`config.mk`:
```
export PLATFORM = sky130hd
export DESIGN_NAME = strobe_period_meter
export DESIGN_NICKNAME = d
export VERILOG_FILES = /design/src/rtl/strobe_period_meter.sv
export SDC_FILE = /design/constraint.sdc
export NUM_CORES = 1
export LEC_CHECK = 0
export BUFFER_PORTS_ARGS = -buffer_cell sky130_fd_sc_hd__clkbuf_2
export CAP_MARGIN = 40
export CELL_PAD_IN_SITES_DETAIL_PLACEMENT = 1
export CELL_PAD_IN_SITES_GLOBAL_PLACEMENT = 2
export CORE_MARGIN = 3
export CORE_UTILIZATION = 30
export DETAILED_ROUTE_END_ITERATION = 12
export GPL_TIMING_DRIVEN = 0
export HOLD_SLACK_MARGIN = 0.12
export PLACE_DENSITY_LB_ADDON = 0.1
export SYNTH_ARGS = -nofsm -noshare
export SYNTH_HDL_FRONTEND = slang
export SYNTH_SLANG_ARGS = --single-unit
```
`constraint.sdc`:
```
create_clock -name clk -period 4.66 [get_ports clk]
set_input_delay 0.233 -clock clk [delete_from_list [all_inputs] [get_ports clk]]
set_output_delay 0.233 -clock clk [all_outputs]
set_load 0.005 [all_outputs]
```
`src/rtl/strobe_period_meter.sv`:
```
// rtl/strobe_period_meter.sv - measures enable ticks between strobes and tracks ratio lock
module strobe_period_meter #(
  parameter int WIDTH      = 4,
  parameter int LOCK_COUNT = 2
) (
  input  logic             clk,
  input  logic             rst,
  input  logic             enable,
  input  logic             strobe_in,
  output logic [WIDTH-1:0] period,
  output logic             period_valid,
  input  logic             period_ready,
  output logic             overflow,
  output logic             missed,
  output logic             locked
);

  localparam logic [WIDTH-1:0] TICK_MAX = '1;
  localparam logic [3:0]       LOCK_CNT = 4'(LOCK_COUNT);

  typedef enum logic [1:0] {
    S_IDLE    = 2'd0,
    S_ACQUIRE = 2'd1,
    S_LOCKED  = 2'd2
  } state_t;

  state_t           state_q;
  logic [WIDTH-1:0] tick_q;
  logic             ovf_pend_q;
  logic [WIDTH-1:0] period_q;
  logic             period_valid_q;
  logic             overflow_q;
  logic             missed_q;
  logic             locked_q;
  logic [WIDTH-1:0] prev_q;
  logic             ref_valid_q;
  logic [3:0]       match_q;
  logic [3:0]       match_d;

  // Tick counter: a strobe closes the interval and seeds the next one with
  // this cycle's enable; a tick arriving while saturated marks the interval
  // as overflowed.
  always_ff @(posedge clk or posedge rst) begin
    if (rst) begin
      tick_q     <= '0;
      ovf_pend_q <= 1'b0;
    end else if (strobe_in) begin
      tick_q     <= WIDTH'(enable);
      ovf_pend_q <= 1'b0;
    end else if (enable) begin
      if (tick_q == TICK_MAX) begin
        ovf_pend_q <= 1'b1;
      end else begin
        tick_q <= tick_q + 1'b1;
      end
    end
  end

  // Match count for the interval being closed: an overflow breaks the chain
  // and drops the reference, the first clean measurement with no reference
  // counts as one, otherwise equal values extend the count and a change
  // clears it.
  always_comb begin
    match_d = match_q;
    if (ovf_pend_q) begin
      match_d = 4'd0;
    end else if (!ref_valid_q) begin
      match_d = 4'd1;
    end else if (tick_q == prev_q) begin
      match_d = (match_q >= LOCK_CNT) ? LOCK_CNT : match_q + 4'd1;
    end else begin
      match_d = 4'd0;
    end
  end

  // Lock FSM with registered measurement outputs and valid/ready holding.
  always_ff @(posedge clk or posedge rst) begin
    if (rst) begin
      state_q        <= S_IDLE;
      period_q       <= '0;
      period_valid_q <= 1'b0;
      overflow_q     <= 1'b0;
      missed_q       <= 1'b0;
      locked_q       <= 1'b0;
      prev_q         <= '0;
      ref_valid_q    <= 1'b0;
      match_q        <= 4'd0;
    end else begin
      missed_q <= 1'b0;
      if (period_valid_q && period_ready) begin
        period_valid_q <= 1'b0;
      end
      case (state_q)
        S_IDLE: begin
          // The first strobe only establishes the reference boundary.
          if (strobe_in) begin
            state_q <= S_ACQUIRE;
          end
        end
        S_ACQUIRE, S_LOCKED: begin
          if (strobe_in) begin
            period_q       <= tick_q;
            overflow_q     <= ovf_pend_q;
            period_valid_q <= 1'b1;
            missed_q       <= period_valid_q && !period_ready;
            prev_q         <= tick_q;
            ref_valid_q    <= !ovf_pend_q;
            match_q        <= match_d;
            if (match_d == LOCK_CNT) begin
              state_q  <= S_LOCKED;
              locked_q <= 1'b1;
            end else begin
              state_q  <= S_ACQUIRE;
              locked_q <= 1'b0;
            end
          end
        end
        default: begin
          state_q  <= S_IDLE;
          locked_q <= 1'b0;
        end
      endcase
    end
  end

  assign period       = period_q;
  assign period_valid = period_valid_q;
  assign overflow     = overflow_q;
  assign missed       = missed_q;
  assign locked       = locked_q;

endmodule

```
==> results of run 1 <==
## worst paths after layout
check / endpoint / cells past startpoint / start / slack (ps)
worst max-delay path: state_q[1] / 6 / match_q[0] / 2870
worst min-delay path: period_valid / 3 / period_ready / 170
worst max register to register: state_q[1] / 6 / match_q[0] / 2870
worst min register to register: overflow / 2 / overflow / 500
max in group asynchronous: prev_q[3] / 3 / rst / 3590
min in group asynchronous: prev_q[2] / 3 / rst / 570
## per-layer routing
layer / global-route usage / wire, um
met5: 0 / 0
met2: 0.184 / 916
met3: 0.0303 / 62
met4: 0.0485 / 18
met1: 0.149 / 998
## worst max-delay path, cell delays in order, from the launching register on
cell and delay, ps:
dfrtp_1 440, inv_1 70, ha_1 210, or4_4 490, o2111ai_1 250, or2_2 190, o21ai_2 60
## stage by stage
step,total power [mW],util,hold WS [ps]
final,0.606,0.376,171
after global routing,0.658,0.376,165
after CTS,0.620,0.376,163
after detailed placement,0.468,0.356,409
after global placement,0.462,0.356,406
after floorplan,0.400,-,197
## cells in the final DEF, fill, tap and decap left out
cell,count
bufinv_16,1
or2_2,1
nand2b_1,1
ha_1,5
o211ai_1,1
inv_1,6
nor4_1,1
o31ai_2,2
and2_2,1
clkbuf_2,12
xnor2_1,4
o2111ai_1,1
o221ai_1,1
a32o_1,1
a21oi_1,3
xor2_1,2
nor3b_1,2
nand4_1,2
o21ai_2,1
mux2_2,5
nand3_1,4
nand2_1,8
nor3_1,1
clkbuf_4,3
o21ai_0,3
o31a_1,1
dlygate4sd3_1,1
or4_4,1
a22o_1,1
clkbuf_1,2
dfrtp_1,20
and3_1,2
nand3b_1,1
nor2_1,6
## kinds of logic after synthesis
family | synth area share
adder cells (fa/ha/maj) | 0.0638
flip-flops | 0.510
AND/OR/NAND/NOR | 0.166
AO/OA/AOI/OAI | 0.119
multiplexers | 0.0574
buffers and inverters | 0.0306
XOR/XNOR | 0.0536
## state kept, by name (all words and copies together) (netlist names)
register,count
period_valid,1
state_q,2
tick_q,4
overflow,1
ref_valid_q,1
prev_q,4
locked,1
match_q,4
ovf_pend_q,1
missed,1
## power by group
part           internal [mW]  switching, mW  total, mW
registers              0.209         0.0312      0.240
logic                  0.100          0.119      0.219
clock network         0.0869         0.0598      0.147
## layout make-up
type | count | area (sq um)
fillers | 347 | 1920
well taps | 44 | 55.1
plain buffers | 2 | 7.51
multi-input cells | 62 | 450
clock buffers | 3 | 22.5
flip-flops and latches | 20 | 500
repair buffers | 13 | 70.1
clock inverters | 1 | 30.0
inverters | 6 | 22.5
==> run_results.csv, run 1 <==
group,metric,value,unit
placement,place_ws,2850,ps
floorplanning,die_area,3990,sq um
logic_synthesis,synth_enable_flop_cells,0,
drt,drc_errors,0,
cells_and_area,final_cell_area,1160,sq um
placement,dp_cells,146,
logic_synthesis,syn_avg_cell_area,10.9,sq um
global_routing,overflow,0,
drt,ant_nets,0,
clock_tree,hold_buffers,1,
clock_tree,cts_sinks,20,
power,vdd_drop_max,0.000157,V
floorplanning,die_y,63.2,um
cells_and_area,diodes,0,
run,drv_cap,0,
clock_tree,post_cts_resized,0,
floorplanning,die_x,63.2,um
placement,place.gp.congestion,0.720,
global_routing,grt_pass1_vias,777,
sta,setup_viol,0,
logic_synthesis,ys_seq_area_frac,0.510,
sta,rsz0062_at_grt,"no",
clock_tree,cts_tree,"yes",
drt,initialDrtViolationCount,14,
cells_and_area,drive_gt1_frac,0.252,
sta,slew_viol_final,0,
placement,dpl.hpwl,1470,um
setup_path,cp_max_fo,5,
sta,finClkSkew,21.0,ps
setup_path,worstPathRequired,4880,ps
sta,fin_ws,2870,ps
drt,drt_first_pass_iters,2,
logic_synthesis,yosys-top-cells-count,"20 x dfrtp_1, 8 x nand2_1, 6 x inv_1, 6 x nor2_1",
floorplanning,num_rows,20,
setup_path,crit_type,"reg2reg",
clock_tree,htreeDepth,1,
logic_synthesis,synth_seq_cells,20,
clock_tree,cts_root_buf,"clkbuf_4",
drt,vias_per_cell,4.73,
cells_and_area,syn_to_final_growth,18.1,%
sta,fin_crit_sh,0.384,
global_routing,grt_max_degree,21,
logic_synthesis,ys.flop_type,"dfrtp_1",
clock_tree,cts_buffers,3,
setup_path,arrival,2010,ps
floorplanning,num_io_pins,13,
drt,vias,714,
worst_hold_path,hold_class,"in2reg",
clock_tree,cts_buffer_depth,2,
logic_synthesis,yosys.area.top_type,"dfrtp_1",
global_routing,antenna_found_initial,0,
floorplanning,start_util,0.319,
cells_and_area,layout.cells.non_filler,151,
logic_synthesis,syn_nets,100,
clock_tree,clock_latency,310,ps
cells_and_area,final_nets,118,
sta,max_freq,558,MHz
placement,dpl_cell_area,1100,sq um
logic_synthesis,syn_area,981,sq um
clock_tree,cts_setup_buffers,0,
placement,io_buffers,12,
floorplanning,coreArea,3080,sq um
drt,wirelength,2000,um
sta,tightest_slew,772,ps
logic_synthesis,synth_top_area_frac,0.510,
drt,wl_per_cell,13.2,um
sta,period_needed,1790,ps
power,power.density,523,nW/um^2
logic_synthesis,ys_async_sr_fraction,1.00,
setup_path,crit_path_end_kind,"flop",
sta,setup_tns,0,ps
logic_synthesis,yosysWarnings,0,
sta,relSlewSlack,0.485,
run_status,status,"completed",
logic_synthesis,postSynthCellCount,90,
setup_path,startpoint_type,"flop",
logic_synthesis,yosysUniqueCellTypes,30,
logic_synthesis,yosysMostFrequentCell,"dfrtp_1",
power,leakagePower,0.540,nW
clock_tree,clk_pin_slew,140,ps
global_routing,grt_pass1_wl,3630,um
logic_synthesis,yosys-top-cells-area,"dfrtp_1 51%, ha_1 6.4%, mux2_2 5.7%",
sta,report.final.hold_viol_count,0,
global_routing,grt_usage,0.116,
Power figures use the tool's default switching activity.
==> inputs of run 2 (changes only) <==
==> constraint.sdc (replaced) <==
create_clock -name clk -period 1.75 [get_ports clk]
set_input_delay 0.0875 -clock clk [delete_from_list [all_inputs] [get_ports clk]]
set_output_delay 0.0875 -clock clk [all_outputs]
set_load 0.005 [all_outputs]
==> run 2 against run 1 <==
Compared with the run above: die area unchanged; clock skew down 4.8 ps; fmax up 10%; design area up 5.7%; hold slack worse by 13 ps; power rose to 2.8 times the previous value; via count up 1.5%; cell count up 2.6%; utilization up 2.2 points.
==> run_results.csv, run 2 (synthesis results as in run 1) <==
group,metric,value,unit
floorplanning,die_x,63.2,um
power,power.density,1390,nW/um^2
sta,max_freq,614,MHz
setup_path,worstPathRequired,1990,ps
setup_path,startpoint_type,"flop",
clock_tree,cts_root_buf,"clkbuf_4",
floorplanning,start_util,0.319,
sta,slew_viol_final,0,
global_routing,grt_pass1_vias,782,
power,finalPower,1.70,mW
cells_and_area,final_cell_area,1220,sq um
cells_and_area,top_regs,"match_q (4), prev_q (4), tick_q (4)",
placement,place.gp.congestion,0.720,
floorplanning,die_area,3990,sq um
global_routing,grt_usage,0.117,
cells_and_area,multi_input_area,480,sq um
drt,vias,725,
global_routing,grt_max_degree,21,
floorplanning,num_io_pins,13,
cells_and_area,mostFrequentLayoutCell,"dfrtp_1",
cells_and_area,diodes,0,
clock_tree,cts_tree,"yes",
cells_and_area,final_nets,122,
clock_tree,clk_pin_slew,130,ps
cells_and_area,final_core_util,0.398,
sta,rsz0062_at_grt,"no",
cells_and_area,fillers,342,
sta,period_needed,1630,ps
setup_path,crit_type,"reg2reg",
floorplanning,die_y,63.2,um
floorplanning,coreArea,3080,sq um
drt,wirelength,2060,um
global_routing,overflow,0,
drt,wl_per_cell,13.3,um
clock_tree,cts_sinks,20,
cells_and_area,regArea,500,sq um
drt,drc_errors,0,
power,vdd_drop_max,0.000422,V
drt,drt_first_pass_iters,4,
sta,fin_hold_ws,158,ps
sta,report.final.hold_viol_count,0,
cells_and_area,drive_gt1_frac,0.306,
sta,fin_crit_sh,0.930,
setup_path,crit_path_end_kind,"flop",
placement,dpl_cell_area,1100,sq um
sta,relSlewSlack,0.483,
clock_tree,cts_buffers,3,
sta,tightest_slew,775,ps
drt,initialDrtViolationCount,11,
clock_tree,htreeDepth,1,
sta,setup_viol,0,
floorplanning,num_rows,20,
drt,ant_nets,0,
clock_tree,cts_buffer_depth,2,
clock_tree,clock_latency,310,ps
placement,place_ws,-55.7,ps
placement,dpl.hpwl,1470,um
drt,vias_per_cell,4.68,
setup_path,cp_max_fo,4,
setup_path,reg2reg_slack,120,ps
placement,io_buffers,12,
setup_path,arrival,1870,ps
worst_hold_path,hold_class,"in2reg",
sta,fin_ws,123,ps
power,leakagePower,0.564,nW
sta,finClkSkew,16.1,ps
run,drv_cap,0,
global_routing,grt_pass1_wl,3660,um
global_routing,antenna_found_initial,0,
cells_and_area,syn_to_final_growth,24.9,%
cells_and_area,layout_common_cells,"20 x dfrtp_1, 13 x clkbuf_2, 7 x nand2_1, 6 x inv_1, 6 x nor2_1",
run_status,status,"completed",
## run 2: path summary, 6_finish.rpt
check | startpoint | endpoint | depth (start not counted)
min in group asynchronous | rst | ovf_pend_q | 3
worst max register to register | match_q[1] | locked | 6
max in group asynchronous | rst | prev_q[3] | 3
worst max-delay path | match_q[1] | locked | 6
worst min register to register | overflow | overflow | 2
worst min-delay path | strobe_in | state_q[0] | 4
## run 2: routing by layer
layer | global-route usage | part of all wire
met1 | 0.153 | 0.48
met2 | 0.184 | 0.48
met3 | 0.0285 | 0.031
met4 | 0.0485 | 0.0088
met5 | 0 | 0
## run 2: area by class of cell
cell class                      instances  area share
Inverter                                6      0.0184
Multi-Input combinational cell         62       0.392
Timing Repair Buffer                   17      0.0858
Clock buffer                            3      0.0184
Tap cell                               44      0.0449
Buffer                                  2     0.00715
Sequential cell                        20       0.409
Clock inverter                          1      0.0245
## run 2: what timing repair did
action,CTS,global route
buffers inserted,2,0
endpoints found under the setup margin,3,3
hold endpoints to repair,25,0
pin swaps,0,3
gates resized for setup,1,6
gates cloned,0,0
hold buffers,3,0
## run 2: through the flow
| stage | setup TNS (ps) | instances |
|---|---|---|
| after floorplan | 0 | 90 |
| after global placement | -105 | 146 |
| after detailed placement | -129 | 146 |
| after CTS | 0 | 155 |
| after global routing | 0 | 155 |
| final | 0 | 155 |
## run 2: power breakdown
group / internal (mW) / switching (mW)
clock: 0.232 / 0.158
combinational: 0.322 / 0.366
sequential: 0.556 / 0.0688
## run 2: worst max-delay path: stages (launching register included)
cell and delay, ps:
dfrtp_1 410, buf_4 150, ha_2 180, nor3b_2 240, o2111ai_4 130, or2_4 280, o31ai_2 160
==> inputs of run 3 (changes only) <==
--- a/config.mk
+++ b/config.mk
@@ -5,12 +5,13 @@
 export SDC_FILE = /design/constraint.sdc
 export NUM_CORES = 1
 export LEC_CHECK = 0
+export ABC_AREA = 1
 export BUFFER_PORTS_ARGS = -buffer_cell sky130_fd_sc_hd__clkbuf_2
 export CAP_MARGIN = 40
 export CELL_PAD_IN_SITES_DETAIL_PLACEMENT = 1
 export CELL_PAD_IN_SITES_GLOBAL_PLACEMENT = 2
-export CORE_MARGIN = 3
 export CORE_UTILIZATION = 30
+export CTS_CLUSTER_DIAMETER = 40
 export DETAILED_ROUTE_END_ITERATION = 12
 export GPL_TIMING_DRIVEN = 0
 export HOLD_SLACK_MARGIN = 0.12
==> run 3 against run 2 <==
Compared with the run above: clock-buffer cell count unchanged; register-to-register slack improved by 40 ps; clock skew decreased by 12 ps; cell count is 26% higher; critical endpoint is now state_q[1]; highest routed layer unchanged.
==> run_results.csv, run 3 <==
group,metric,value,unit
logic_synthesis,postSynthCellCount,130,
drt,vias_per_cell,4.59,
logic_synthesis,synth_seq_cells,20,
setup_path,worstPathRequired,1970,ps
setup_path,arrival,1800,ps
setup_path,crit_type,"reg2reg",
sta,setup_viol,0,
drt,top_layer_used,"met4",
setup_path,rr_worst_depth,7,
floorplanning,coreArea,3150,sq um
drt,drt_first_pass_iters,4,
sta,relSlewSlack,0.677,
placement,io_buffers,12,
sta,finClkSkew,3.68,ps
cells_and_area,mostFrequentLayoutCell,"nand2_1",
drt,initialDrtViolationCount,33,
power,p_clk_frac,0.244,
setup_path,startpoint_type,"flop",
power,finalPower,1.58,mW
clock_tree,cts_sinks,20,
floorplanning,start_util,0.325,
sta,report.final.hold_viol_count,0,
cells_and_area,syn_to_final_growth,21.8,%
worst_hold_path,hold_class,"in2async",
clock_tree,clk_pin_slew,120,ps
run,drv_cap,0,
setup_path,reg2reg_slack,160,ps
logic_synthesis,yosysUniqueCellTypes,19,
placement,dpl.hpwl,1800,um
drt,wl_per_cell,12.0,um
cells_and_area,drive_gt1_frac,0.166,
clock_tree,cts_buffer_depth,2,
logic_synthesis,yosys.area.top_type,"dfrtp_1",
logic_synthesis,ys_async_sr_fraction,1.00,
cells_and_area,final_nets,162,
logic_synthesis,synth_enable_flop_cells,0,
power,swShare,0.374,
run_status,status,"completed",
floorplanning,die_x,60.4,um
sta,rsz0062_at_grt,"no",
drt,wl_met2,1080,um
clock_tree,cts_root_buf,"clkbuf_4",
power,combPwrFrac,0.355,
setup_path,r2r_start,"state_q[1]",
sta,slew_viol_final,0,
clock_tree,cts_buffers,3,
power,p_seq_frac,0.401,
drt,drc_errors,0,
setup_path,cp_max_fo,10,
global_routing,overflow,0,
logic_synthesis,synth_top_area_frac,0.489,
sta,fin_crit_sh,0.906,
cells_and_area,top_regs,"match_q (4), prev_q (4), tick_q (4)",
sta,tightest_slew,485,ps
drt,vias,896,
sta,setup_tns,0,ps
power,vdd_drop_max,0.000508,V
floorplanning,die_y,60.4,um
floorplanning,num_io_pins,13,
global_routing,grt_max_degree,13,
cells_and_area,diodes,0,
clock_tree,cts_tree,"yes",
drt,m1WireLength,1170,um
setup_path,r2r-end,"state_q[1]",
global_routing,grt_usage,0.156,
floorplanning,die_area,3650,sq um
cells_and_area,layout_common_cells,"39 x nand2_1, 20 x dfrtp_1, 17 x inv_1, 13 x nor2_1, 12 x clkbuf_2",
global_routing,antenna_found_initial,0,
logic_synthesis,syn_avg_cell_area,7.87,sq um
drt,wirelength,2350,um
global_routing,grt_pass1_wl,4100,um
clock_tree,htreeDepth,1,
clock_tree,clock_latency,310,ps
global_routing,grt_pass1_vias,886,
setup_path,crit_path_end_kind,"flop",
sta,max_freq,630,MHz
power,p_sw,0.591,mW
logic_synthesis,syn_nets,140,
power,p_int,0.992,mW
drt,ant_nets,0,
power,leakagePower,0.649,nW
placement,place.gp.congestion,0.795,
clock_tree,cts_setup_buffers,0,
logic_synthesis,ys.flop_type,"dfrtp_1",
logic_synthesis,yosys-top-cells-count,"39 x nand2_1, 20 x dfrtp_1, 17 x inv_1",
cells_and_area,final_cell_area,1250,sq um
logic_synthesis,yosys-top-cells-area,"dfrtp_1 49%, nand2_1 14%, inv_1 6.2%",
logic_synthesis,yosysWarnings,0,
placement,dpl_cell_area,1150,sq um
power,power.density,1270,nW/um^2
sta,period_needed,1590,ps
logic_synthesis,ys_seq_area_frac,0.489,
logic_synthesis,syn_area,1020,sq um
logic_synthesis,yosysMostFrequentCell,"nand2_1",
floorplanning,num_rows,20,
drt,met3_length,81,um
==> run 3: metal layers <==
metal,up-vias,track usage
met5,-,0
met4,0,0.0390
met3,2,0.0448
met2,18,0.243
met1,423,0.214
li1,453,-
==> run 3: power by group through the flow <==
| stage | clock network [mW] | registers, mW | logic (mW) |
|---|---|---|---|
| finish | 0.387 | 0.635 | 0.562 |
| global placement | 0 | 0.642 | 0.547 |
| floorplan | 0 | 0.632 | 0.398 |
| CTS | 0.401 | 0.638 | 0.577 |
| detailed placement | 0 | 0.646 | 0.564 |
| global route | 0.416 | 0.649 | 0.653 |
==> run 3: kinds of logic after synthesis <==
group                      after synthesis  synth area share
and+or+nand+nor                         68             0.289
buffers and inverters                   22            0.0807
DFF                                     20             0.489
AOI/OAI and AO/OA                       15            0.0807
adders and majority gates                5            0.0611
==> run 3: area by class of cell <==
cell class,count,area [sq um]
Fill cell,405,1910
Buffer,2,7.51
Clock inverter,1,30.0
Sequential cell,20,500
Tap cell,44,55.1
Multi-Input combinational cell,88,440
Timing Repair Buffer,17,115
Clock buffer,3,22.5
Inverter,20,75.1
==> run 3: repair_timing <==
item | in CTS | in global routing
setup endpoints to repair | 0 | 0
hold endpoints to repair | 25 | 0
gates resized for setup | 0 | 0
hold buffers | 4 | 0
==> run 3: worst max-delay path, cell delays in order, from the launching register on <==
cell      delay (ps)
dfrtp_1          400
inv_1             50
ha_1             300
nand2_1          110
clkbuf_1         370
inv_1            110
nand3_1          100
nand2_1           50
==> run 3: worst max path at each step <==
stage,to,from
after floorplan,state_q[1],state_q[0]
after global placement,state_q[1],state_q[0]
after detailed placement,state_q[1],state_q[0]
after CTS,state_q[1],state_q[1]
after global routing,state_q[1],state_q[1]
final,state_q[1],state_q[1]
==> run 3: per-stage QoR <==
step                      utilization  hold WS (ps)  instances  setup WS (ps)
after global placement          0.361           267        186            121
after detailed placement        0.366          75.0        187            149
final                           0.395           280        195            164
after CTS                       0.395           268        195            125
after global routing            0.395           326        195           2.71
after floorplan                     -          51.3        130            392
